<file path="config.mk">
export PLATFORM = sky130hd
export DESIGN_NAME = tick_btn_ctrl
export DESIGN_NICKNAME = d
export VERILOG_FILES = /design/src/rtl/tick_btn_ctrl.sv
export SDC_FILE = /design/constraint.sdc
export NUM_CORES = 1
export LEC_CHECK = 0
export CAP_MARGIN = 0
export CELL_PAD_IN_SITES_DETAIL_PLACEMENT = 1
export CELL_PAD_IN_SITES_GLOBAL_PLACEMENT = 2
export CORE_ASPECT_RATIO = 0.75
export CORE_UTILIZATION = 37
export DETAILED_ROUTE_END_ITERATION = 7
export GPL_TIMING_DRIVEN = 0
export PLACE_DENSITY = 0.82
export SLEW_MARGIN = 40
export SYNTH_ARGS = -nofsm -noshare
export SYNTH_HDL_FRONTEND = slang
export SYNTH_SLANG_ARGS = --single-unit
</file>
<file path="constraint.sdc">
create_clock -name CLK -period 5.4 [get_ports CLK]
set_clock_uncertainty 0.2 [all_clocks]
set_input_delay 0.81 -clock CLK [delete_from_list [all_inputs] [get_ports CLK]]
set_output_delay 0.81 -clock CLK [all_outputs]
set_load 0.005 [all_outputs]
</file>
<file path="src/rtl/tick_btn_ctrl.sv">
// -----------------------------------------------------------------------------
// tick_btn_ctrl
//   Upstream control stage for the minute/second counter chain. Generates the
//   EN / INC / CLR stimulus the counter consumes:
//     - EN  : one-cycle tick every CLK_DIV cycles while RUN=1
//     - INC : debounced set-button pulse with auto-repeat while held
//     - CLR : debounced one-shot clear pulse, which overrides EN/INC
//
// Ports
//   CLK      in   system clock, rising edge
//   RST      in   synchronous active-low reset
//   RUN      in   1 = prescaler advances, 0 = prescaler holds
//   BTN_INC  in   raw set button (asynchronous, bouncing)
//   BTN_CLR  in   raw clear button (asynchronous, bouncing)
//   EN       out  registered one-cycle tick
//   INC      out  registered one-cycle increment pulse
//   CLR      out  registered one-cycle clear pulse
// -----------------------------------------------------------------------------
module tick_btn_ctrl #(
  parameter int CLK_DIV      = 50000000,
  parameter int DEB_CYCLES   = 500000,
  parameter int REPEAT_DELAY = 25000000,
  parameter int REPEAT_RATE  = 5000000
) (
  input  logic CLK,
  input  logic RST,
  input  logic RUN,
  input  logic BTN_INC,
  input  logic BTN_CLR,
  output logic EN,
  output logic INC,
  output logic CLR
);

  localparam int DEB_W   = (DEB_CYCLES > 1) ? $clog2(DEB_CYCLES) : 1;
  localparam int PCNT_W  = $clog2(CLK_DIV);
  localparam int RMAX    = (REPEAT_DELAY > REPEAT_RATE) ? REPEAT_DELAY : REPEAT_RATE;
  localparam int RCNT_W  = (RMAX > 1) ? $clog2(RMAX) : 1;

  localparam logic [DEB_W-1:0]  DEB_LAST  = DEB_W'(DEB_CYCLES - 1);
  localparam logic [PCNT_W-1:0] PCNT_LAST = PCNT_W'(CLK_DIV - 1);
  localparam logic [RCNT_W-1:0] DLY_LAST  = RCNT_W'(REPEAT_DELAY - 1);
  localparam logic [RCNT_W-1:0] RPT_LAST  = RCNT_W'(REPEAT_RATE - 1);

  // Button lane indices inside the per-button vectors
  localparam int B_INC = 0;
  localparam int B_CLR = 1;

  typedef enum logic [1:0] {
    IDLE   = 2'd0,
    DELAY  = 2'd1,
    REPEAT = 2'd2
  } state_t;

  logic [1:0]        raw_s;
  logic [1:0]        sync1_r;
  logic [1:0]        sync2_r;
  logic [1:0]        db_r;
  logic [1:0]        db_prev_r;
  logic [DEB_W-1:0]  deb_cnt_r [2];
  logic [PCNT_W-1:0] pcnt_r;
  logic [RCNT_W-1:0] rcnt_r;
  state_t            state_r;

  logic db_inc_s;
  logic db_clr_s;
  logic inc_rise_s;
  logic clr_rise_s;

  assign raw_s      = {BTN_CLR, BTN_INC};
  assign db_inc_s   = db_r[B_INC];
  assign db_clr_s   = db_r[B_CLR];
  assign inc_rise_s = db_r[B_INC] & ~db_prev_r[B_INC];
  assign clr_rise_s = db_r[B_CLR] & ~db_prev_r[B_CLR];

  // Two-flop synchronisers and per-button debounce counters
  always_ff @(posedge CLK) begin
    if (!RST) begin
      sync1_r   <= 2'b00;
      sync2_r   <= 2'b00;
      db_r      <= 2'b00;
      db_prev_r <= 2'b00;
      for (int i = 0; i < 2; i++) begin
        deb_cnt_r[i] <= {DEB_W{1'b0}};
      end
    end else begin
      sync1_r   <= raw_s;
      sync2_r   <= sync1_r;
      db_prev_r <= db_r;
      for (int i = 0; i < 2; i++) begin
        // The level only flips after DEB_CYCLES back-to-back disagreeing
        // samples; a single agreeing sample restarts the count.
        if (sync2_r[i] != db_r[i]) begin
          if (deb_cnt_r[i] == DEB_LAST) begin
            db_r[i]      <= sync2_r[i];
            deb_cnt_r[i] <= {DEB_W{1'b0}};
          end else begin
            deb_cnt_r[i] <= deb_cnt_r[i] + {{(DEB_W-1){1'b0}}, 1'b1};
          end
        end else begin
          deb_cnt_r[i] <= {DEB_W{1'b0}};
        end
      end
    end
  end

  // Prescaler and EN tick; a held clear pins the prescaler at zero
  always_ff @(posedge CLK) begin
    if (!RST) begin
      pcnt_r <= {PCNT_W{1'b0}};
      EN     <= 1'b0;
    end else if (db_clr_s) begin
      pcnt_r <= {PCNT_W{1'b0}};
      EN     <= 1'b0;
    end else if (RUN) begin
      if (pcnt_r == PCNT_LAST) begin
        pcnt_r <= {PCNT_W{1'b0}};
        EN     <= 1'b1;
      end else begin
        pcnt_r <= pcnt_r + {{(PCNT_W-1){1'b0}}, 1'b1};
        EN     <= 1'b0;
      end
    end else begin
      pcnt_r <= pcnt_r;
      EN     <= 1'b0;
    end
  end

  // One-shot CLR on each debounced clear press
  always_ff @(posedge CLK) begin
    if (!RST) begin
      CLR <= 1'b0;
    end else begin
      CLR <= clr_rise_s;
    end
  end

  // INC press / auto-repeat FSM. rcnt_r counts cycles elapsed since the last
  // INC pulse (0 in the cycle the pulse is visible), so the first repeat lands
  // exactly REPEAT_DELAY cycles after the press pulse and later ones every
  // REPEAT_RATE cycles.
  always_ff @(posedge CLK) begin
    if (!RST) begin
      state_r <= IDLE;
      rcnt_r  <= {RCNT_W{1'b0}};
      INC     <= 1'b0;
    end else if (db_clr_s) begin
      // Clear dominates: abort any hold; a new press edge is needed afterwards
      state_r <= IDLE;
      rcnt_r  <= {RCNT_W{1'b0}};
      INC     <= 1'b0;
    end else begin
      INC <= 1'b0;
      case (state_r)
        IDLE: begin
          rcnt_r <= {RCNT_W{1'b0}};
          if (inc_rise_s) begin
            INC     <= 1'b1;
            state_r <= DELAY;
          end else begin
            state_r <= IDLE;
          end
        end
        DELAY: begin
          if (!db_inc_s) begin
            state_r <= IDLE;
            rcnt_r  <= {RCNT_W{1'b0}};
          end else if (rcnt_r == DLY_LAST) begin
            INC     <= 1'b1;
            rcnt_r  <= {RCNT_W{1'b0}};
            state_r <= REPEAT;
          end else begin
            rcnt_r  <= rcnt_r + {{(RCNT_W-1){1'b0}}, 1'b1};
          end
        end
        REPEAT: begin
          if (!db_inc_s) begin
            state_r <= IDLE;
            rcnt_r  <= {RCNT_W{1'b0}};
          end else if (rcnt_r == RPT_LAST) begin
            INC    <= 1'b1;
            rcnt_r <= {RCNT_W{1'b0}};
          end else begin
            rcnt_r <= rcnt_r + {{(RCNT_W-1){1'b0}}, 1'b1};
          end
        end
        default: begin
          state_r <= IDLE;
          rcnt_r  <= {RCNT_W{1'b0}};
        end
      endcase
    end
  end

endmodule

</file>
# Yosys cells after proc, flatten, opt, wreduce, memory -nomap -nowiden
# Memory sizes are Yosys's and may differ from the RTL's.
# Index checks and enable logic that the tools add are counted.
# op_classes
n_addsub	4
eq_ne	11
n_mux	47
bitwise_logic	12
n_reduce_logical	6
# op_table
operator	n
$mux 19	6
$mux 25	4
$pmux 25 s2	1
$add 19x1->19 const B	2
$eq 19x19->1 const B	2
$mux 1	30
$add 26x1->26 const B	1
$eq 26x26->1 const B	1
$mux 26	1
$add 25x1->25 const B	1
$eq 25x23->1 const B	1
$eq 25x25->1 const B	1
$mux 2	3
$or 1x1->1	6
$pmux 2 s3	1
$reduce_and 2->1	3
$not 1->1	4
$ne 3x3->1 const B	1
$pmux 1 s3	1
$reduce_or 3->1	1
$and 1x1->1	2
$eq 2x1->1 const B	1
$eq 2x2->1 const B	1
$logic_not 2->1	1
3 further kinds	4
# totals
regBits	64
ramBits	38
in_bits	5
output_inout_bits	3
memories	1
# mem_list
memory	depth	word_bits	read_ports	rd_ports_with_merged_regs	write_ports	line	rtl
deb_cnt_r	2	19	2	0	2	60	logic [DEB_W-1:0] deb_cnt_r [2];

# Logic depth before layout (Yosys ltp)
# Gate-level depths: netlist of the first run.
# An unclocked memory read counts as a cell.
# logic_depth
depth_word	9
depth_mapped	7

# Least setup slack after synthesis of the first run
# No wires, ideal clock.
# synth_path
path_kind	reg-to-reg
from	memory deb_cnt_r[1][10] (netlist name)
to	memory deb_cnt_r[1][10] (netlist name), data pin
arrival_time_ps	1828
t_required_ps	4946
setup_slack_ps	3117
path_stages_with_launch	7
n_path_buf	2
cell_sequence	edfxtp_1 > or4b_2 > nor3_1 > a21o_1 > buf_4 > buf_4 > nor2_1
# synth_lines
element	line
start: declaration	60

==> summary.txt, run 1 <==
Clock network
  – Total number of H-tree levels: 3
  – Skew-Pair Late Insertion Delay: 0.35 ns
  – Worst-path clk slew: around 0.08 ns
  – Root Buffer: clkbuf_16
  – CTS max path bufs: 2
  – TritonCTS clock tree: done
  – Setup bufs post-CTS: 0
  – CTS Sinks: slightly above 100
  – Cts repair resizes: 0
  – Cts bufs inserted: 9
  – Post-CTS Hold Buffers: 0

Die
  – Num ports: 8
  – Core Area: roughly 13000 um^2
  – Die area: around 14000 um^2
  – Chip height: 104 um
  – Die X: between 100 and 150 um
  – Row count: 36
  – Starting Density: roughly two fifths

Route
  – Vias: between 4000 and 5000
  – DR pass1 iterations: 4
  – DRC viols: 0
  – Iter 0 DRT Violations: 150
  – Via-to-Cell Ratio: 5.44
  – Routed wire length: 11700 um
  – Detail Route Antenna Nets: 0
  – DR WL/cell: 15.3 um

Worst setup path
  – CP Max Fanout: 10
  – Worst setup SP type: input port
  – Worst r2r path cells: 7
  – Crit path DAT: 2.89 ns
  – RR Endpoint: deb_cnt_r[0][1]$_SDFFCE_PP0P_
  – Crit Path Class: in -> reg
  – Reg2Reg Setup Slack: 2.53 ns
  – Setup crit start: RUN
  – Crit path required time: ~5.4 ns
  – Setup crit end: pcnt_r[25]$_SDFFE_PP0P_
  – Crit end category: flip-flop
  – R2R Path Start: deb_cnt_r[0][0]$_SDFFCE_PP0P_

Global route
  – GRT Total Usage: between 10% and 20%
  – Number of global-route vias before repair: between 4000 and 5000
  – Initial antenna violation count: 0
  – Grt total ovfl: 0
  – Largest net degree at the start of global routing: 20
  – First-pass GRT wire length: approximately 20000 um

Power
  – Psw: around 0.36 mW
  – Switching share of power: 24.0%
  – Flop pwr share: between 50% and 60%
  – Pwr Total: between 1.5 and 2 mW
  – Leakage power: 1.84 nW
  – Worst ir drop on vdd: 0.160 mV
  – Internal power: roughly 1.2 mW
  – Comb power frac: 2.8%
  – Power per cell area: around 260 nW/um^2
  – Clock Power Share: between 40 and 50%

Run
  – Max Cap Viol: 0

Place
  – RD Place Congestion: ~0.76
  – Dpl cells: 752
  – DP HPWL: roughly 8500 um
  – PortBufs: 7
  – Placement Cell Area: between 5000 and 6000 um^2

STA
  – RSZ-0062 raised after global routing: no
  – Fin crit share: about 53%
  – Min cycle time layout: ~2.9 ns
  – Hold_ws: approximately 0.19 ns
  – Slew @ Worst Pin: about 0.65 ns
  – F_max: 348 MHz
  – Final setup TNS: 0 ns
  – Finish-stage setup viols: 0
  – Final Hold Fails: 0
  – Max-slew violations: 0
  – Slew HR: a little under three fifths

Synth
  – Multiplexer share of the synthesized area: less than 1%
  – Largest family of logic cells by synthesized area: simple AND/OR/NAND/NOR gates
  – Syn_area_per_cell: 9.55 um^2
  – Synth Register Bits: 102
  – Synthesized cell area: a little over 5000 um^2
  – Simple-Gate Fraction of Synth Area: 26.8%
  – Post-Synth XOR/XNOR Area: between 8 and 9%
  – Sequential share of the synthesized area: between 40% and 50%
  – Synthesis warning total: 0
  – Async SR Flop Fraction: 0%
  – Cells after Synth: about 540
  – Synth Area in Adders: 1.95%
  – Number of flops mapped to enable cells by yosys: 38
  – Cell variety after synth: 54
  – Ys flop type: dfxtp_1
  – Post-synthesis compound-gate area fraction: around an eighth

Final layout
  – Final net count: 605
  – Register area: 2420 um^2
  – Antenna Diode Count: 0
  – Layout area overhead: 14.0%
  – Non-filler cells, final: roughly 770
  – Area of the multi-input gates: ~2700 um^2
  – Non-Filler Cell Area, Final: 5840 um^2
  – Layout cell share with drive strength beyond 1: around 7.5%
  – Fill cell count: ~1600

Worst hold path
  – Hold path start: db_prev_r[1]$_SDFF_PN0_
  – Hold WC Path Type: reg -> reg

Run status
  – Run status: completed
## cells in the final DEF, fill, tap and decap left out, drive strengths merged, types with 5 or more instances in the layout
cell type,Yosys,layout
nor4,9,9
nand3,32,32
clkdlybuf4s50,0,7
a22oi,12,12
xor2,23,23
clkbuf,11,20
conb,1,38
ha,8,8
dfxtp,64,64
edfxtp,38,38
inv,18,23
a21oi,43,43
nand4,21,21
or3,21,21
o21ai,21,21
o31ai,15,15
and2,7,7
xnor2,24,24
and4,13,13
nor2,44,44
buf,9,9
nand2,36,36
or4,20,20
nor3,10,10
and3,5,5
## critical path, cell delays in order
cell,delay (ns)
clkdlybuf4s50_1,0.57
and3_1,0.18
clkbuf_1,0.27
nand3_1,0.12
o21ai_1,0.41
clkbuf_1,0.45
a21oi_1,0.09
## cells in the mapped netlist (all sizes together), types with 2 or more instances
cell type | n | area [um^2]
dfxtp | 64 | 1280
nor2 | 44 | 165
a21oi | 43 | 219
edfxtp | 38 | 1140
nand2 | 36 | 138
nand3 | 32 | 170
xnor2 | 24 | 210
xor2 | 23 | 201
nand4 | 21 | 138
o21ai | 21 | 105
or3 | 21 | 135
or4 | 20 | 161
inv | 18 | 67.6
o31ai | 15 | 113
and4 | 13 | 114
a22oi | 12 | 95.1
clkbuf | 11 | 41.3
nor3 | 10 | 50.1
buf | 9 | 61.3
nor4 | 9 | 62.6
ha | 8 | 100
and2 | 7 | 43.8
and3 | 5 | 31.3
nor4b | 4 | 35.0
a21o | 3 | 22.5
nor2b | 3 | 18.8
or4b | 3 | 30.0
a211o | 2 | 18.8
mux2i | 2 | 20.0
nand2b | 2 | 12.5
nor4bb | 2 | 20.0
or4bb | 2 | 22.5
## cells by family after synthesis
| kind of cell | after synthesis |
|---|---|
| flip-flops | 102 |
| AND/OR/NAND/NOR | 237 |
| XOR/XNOR | 47 |
| multiplexers | 2 |
| buffers and inverters | 38 |
| AO/OA/AOI/OAI | 102 |
| other | 1 |
| adder cells (fa/ha/maj) | 8 |
## registers in the layout (all words and copies together), names as in the netlist
signal     cells
state_r        2
db_prev_r      2
INC            1
rcnt_r        25
db_r           2
deb_cnt_r     38
pcnt_r        26
sync1_r        2
EN             1
sync2_r        2
CLR            1
## routing by layer
layer  wire length [um]  part of all wire [%]  vias up  global-route usage [%]
met3                328                   2.8       10                    4.14
met2               5510                    47       36                    27.4
met1               5780                    49     2061                    24.7
met5                  0                     0        -                       0
li1                   -                     -     2072                       -
met4                104                  0.89        0                    3.57
## area by class of cell
cell class | instances | area share [%]
inverter | 18 | 1.16
clock inverter | 7 | 1.09
timing repair buffer | 7 | 1.20
tap | 171 | 3.66
buffer | 20 | 1.76
sequential | 102 | 41.4
clock buffer | 9 | 3.85
multi-input combinational | 434 | 45.8
## metrics by stage
step / util [%] / setup slack (ns)
2_1_floorplan: - / 3.12
3_3_place_gp: 41.9 / 2.12
3_5_place_dp: 42.0 / 2.10
4_1_cts: 44.1 / 2.48
5_1_grt: 44.1 / 2.27
6_report: 44.1 / 2.53
## power by group through the flow
stage / logic, mW / clock network, mW / registers [mW]
5_1_grt: 0.0500 / 0.696 / 0.831
4_1_cts: 0.0432 / 0.673 / 0.829
3_3_place_gp: 0.0410 / 0 / 0.845
2_1_floorplan: 0.0317 / 0 / 0.841
3_5_place_dp: 0.0430 / 0 / 0.846
6_report: 0.0431 / 0.648 / 0.829
## worst min-delay path by stage
stage	cells after the start	to	slack, ns
after global placement	1	CLR$_SDFF_PN0_	0.20
after global routing	1	CLR$_SDFF_PN0_	0.22
after CTS	1	CLR$_SDFF_PN0_	0.20
final	1	CLR$_SDFF_PN0_	0.19
after floorplan	1	CLR$_SDFF_PN0_	0.17
after detailed placement	1	CLR$_SDFF_PN0_	0.20
Note: power is estimated with default switching activity, not from simulation.
==> run 2, diff against run 1 <==
clock period = 2.89 ns   (was 5.4 ns; I/O delays follow)
==> run 2 against run 1 <==
Compared with the run above: design area is essentially flat; count of clock-buffer cells in the layout stayed put; first-iteration DRC count down 6.0%; via count is 0.36% lower; largest power group unchanged.
==> summary.txt, run 2 (same netlist as run 1, synthesis figures left out) <==
Run status
  – Run status: completed

Clock network
  – Total number of H-tree levels: 3 (unchanged)
  – Setup bufs post-CTS: 0 (unchanged)
  – Skew-Pair Late Insertion Delay: 0.35 ns (about the same)
  – Cts bufs inserted: 9 (unchanged)
  – TritonCTS clock tree: done
  – CTS Sinks: 102 (unchanged)
  – Root Buffer: clkbuf_16
  – Worst-path clk slew: 0.08 ns (about the same)
  – CTS max path bufs: 2 (unchanged)

Worst setup path
  – Reg2Reg Setup Slack: 0.30 ns (-2.23 ns)
  – Setup crit end: deb_cnt_r[1][14]$_SDFFCE_PP0P_
  – Worst setup SP type: flip-flop
  – Slowest-stage cell, CP: or4b_2
  – Worst-path cell chain: or4b_2 > nor3_1 > a21o_1 > buf_4 > buf_4 > nor2_1
  – RR Endpoint: deb_cnt_r[1][14]$_SDFFCE_PP0P_
  – Setup crit start: deb_cnt_r[1][10]$_SDFFCE_PP0P_
  – Crit Path Class: reg -> reg
  – CP Max Fanout: 10 (unchanged)
  – R2R Path Start: deb_cnt_r[1][10]$_SDFFCE_PP0P_
  – Crit path required time: 2.80 ns (-2.62 ns)
  – Crit end category: flip-flop
  – Worst r2r path cells: 6 (-1)
  – Top cell by count, worst path: buf_4
  – Slowest stage delay, CP: 0.68 ns (+0.11 ns)
  – Crit path DAT: 2.50 ns (-0.39 ns)

Die
  – Die area: 14300 um^2 (unchanged)
  – Core Area: 13200 um^2 (unchanged)
  – Chip height: 104 um (unchanged)
  – Num ports: 8 (unchanged)
  – Row count: 36 (unchanged)
  – Starting Density: 38.7% (unchanged)
  – Die X: 138 um (unchanged)

Power
  – Power per cell area: 486 nW/um^2 (+87%)
  – Worst ir drop on vdd: 0.299 mV (+87%)
  – Leakage power: 1.84 nW (+0.18%)

Route
  – Detail Route Antenna Nets: 0 (unchanged)
  – Iter 0 DRT Violations: 141 (-6.0%)
  – Via-to-Cell Ratio: 5.42 (-0.36%)
  – Vias: 4164 (-0.36%)
  – DRC viols: 0 (unchanged)
  – Routed wire length: 11700 um (about the same)
  – DR WL/cell: 15.3 um (about the same)
  – DR pass1 iterations: 4 (unchanged)

Final layout
  – Commonest non-fill, non-tap cells in the layout: 64 x dfxtp_1, 44 x nor2_1, 42 x a21oi_1, 38 x edfxtp_1, 38 x conb_1
  – Layout cell share with drive strength beyond 1: 7.87% (+0.34 points)
  – Antenna Diode Count: 0 (unchanged)
  – Biggest register: deb_cnt_r
  – Most common cell after layout, fill and taps aside: dfxtp_1
  – Non-Filler Cell Area, Final: 5850 um^2 (about the same)
  – Non-filler cells, final: 768 (unchanged)
  – Final net count: 605 (unchanged)
  – Biggest regs: deb_cnt_r (38), pcnt_r (26), rcnt_r (25)
  – Layout area overhead: 14.1% (about the same)
  – Number of flip-flops in the largest register: 38 (unchanged)

Global route
  – Grt total ovfl: 0 (unchanged)
  – First-pass GRT wire length: 20400 um (unchanged)
  – GRT Total Usage: 17.6% (unchanged)
  – Largest net degree at the start of global routing: 20 (unchanged)
  – Number of global-route vias before repair: 4191 (unchanged)
  – Initial antenna violation count: 0 (unchanged)

Run
  – Max Cap Viol: 0 (unchanged)

STA
  – Fin crit share: 89.6%
  – F_max: a little under 400 MHz
  – Final setup TNS: 0 ns (unchanged)
  – Finish-stage setup viols: 0 (unchanged)
  – Slew @ Worst Pin: 0.539 ns (-0.115 ns)
  – Min cycle time layout: about 2.6 ns
  – Max-slew violations: 0 (unchanged)
  – Final Hold Fails: 0 (unchanged)
  – RSZ-0062 raised after global routing: no
  – Slew HR: 63.7% (+7.4 points)
  – Hold_ws: 0.194 ns (+0.0000120 ns)

Place
  – PortBufs: 7 (unchanged)
  – Placement Cell Area: 5560 um^2 (unchanged)
  – DP HPWL: 8490 um (unchanged)
  – RD Place Congestion: 0.762 (unchanged)
  – Dpl cells: 752 (unchanged)

Worst hold path
  – Hold WC Path Type: reg -> reg
==> run 2: cell types whose count changed in the layout (fill, tap and decap cells not counted) <==
cell and change:
o21bai_1 -1, clkbuf_2 +1, clkbuf_1 -1, o21bai_2 +1
==> run 2: per-layer routing <==
layer	global-route usage [%]	up-vias	share of wire [%]
li1	-	2071	-
met1	24.7	2052	49
met2	27.4	31	47
met3	4.14	10	2.7
met4	3.57	0	0.89
met5	0	-	0
==> run 2: critical path: cells and delay by family, from the launching register on <==
family	cells	cell delay [ns]
buffers and inverters	2	0.35
AND/OR/NAND/NOR	3	1.17
AO/OA/AOI/OAI	1	0.18
flip-flops	1	0.44
==> run 2: cell type report <==
cell class / count / area [um^2]
Buffer: 20 / 104
Clock buffer: 9 / 225
Clock inverter: 7 / 63.8
Fill cell: 1550 / 7390
Inverter: 18 / 67.6
Multi-Input combinational cell: 434 / 2680
Sequential cell: 102 / 2420
Tap cell: 171 / 214
Timing Repair Buffer: 7 / 70.1
==> run 2: where the power goes <==
part | switching (mW) | internal, mW
clock | 0.605 | 0.608
combinational | 0.0475 | 0.0331
sequential | 0.0310 | 1.52
==> run 2: how the worst min path moves through the flow <==
stage | from | to | cells past startpoint
3_3_place_gp | db_prev_r[1]$_SDFF_PN0_ | CLR$_SDFF_PN0_ | 1
3_5_place_dp | db_prev_r[1]$_SDFF_PN0_ | CLR$_SDFF_PN0_ | 1
6_report | db_prev_r[1]$_SDFF_PN0_ | CLR$_SDFF_PN0_ | 1
4_1_cts | db_prev_r[1]$_SDFF_PN0_ | CLR$_SDFF_PN0_ | 1
5_1_grt | db_prev_r[1]$_SDFF_PN0_ | CLR$_SDFF_PN0_ | 1
2_1_floorplan | db_prev_r[1]$_SDFF_PN0_ | CLR$_SDFF_PN0_ | 1
==> run 2: metrics by stage <==
stage	power, mW	utilization, %	setup WS (ns)
after global placement	1.66	41.9	-0.0180
after CTS	2.89	44.2	0.176
final	2.84	44.2	0.301
after floorplan	1.63	-	0.607
after detailed placement	1.66	42.0	-0.0332
after global routing	2.95	44.2	0.141
==> run 2: what timing repair did <==
| action | 4_1_cts | 5_1_grt |
|---|---|---|
| gates resized for setup | 1 | 2 |
| setup endpoints to repair | 7 | 6 |
| hold buffers | 0 | 0 |
==> run 3, diff against run 2 <==
CAP_MARGIN = 25   (was 0)
==> results of run 3 <==
No change in the layout: final DEF, timing and power equal those of run 2.
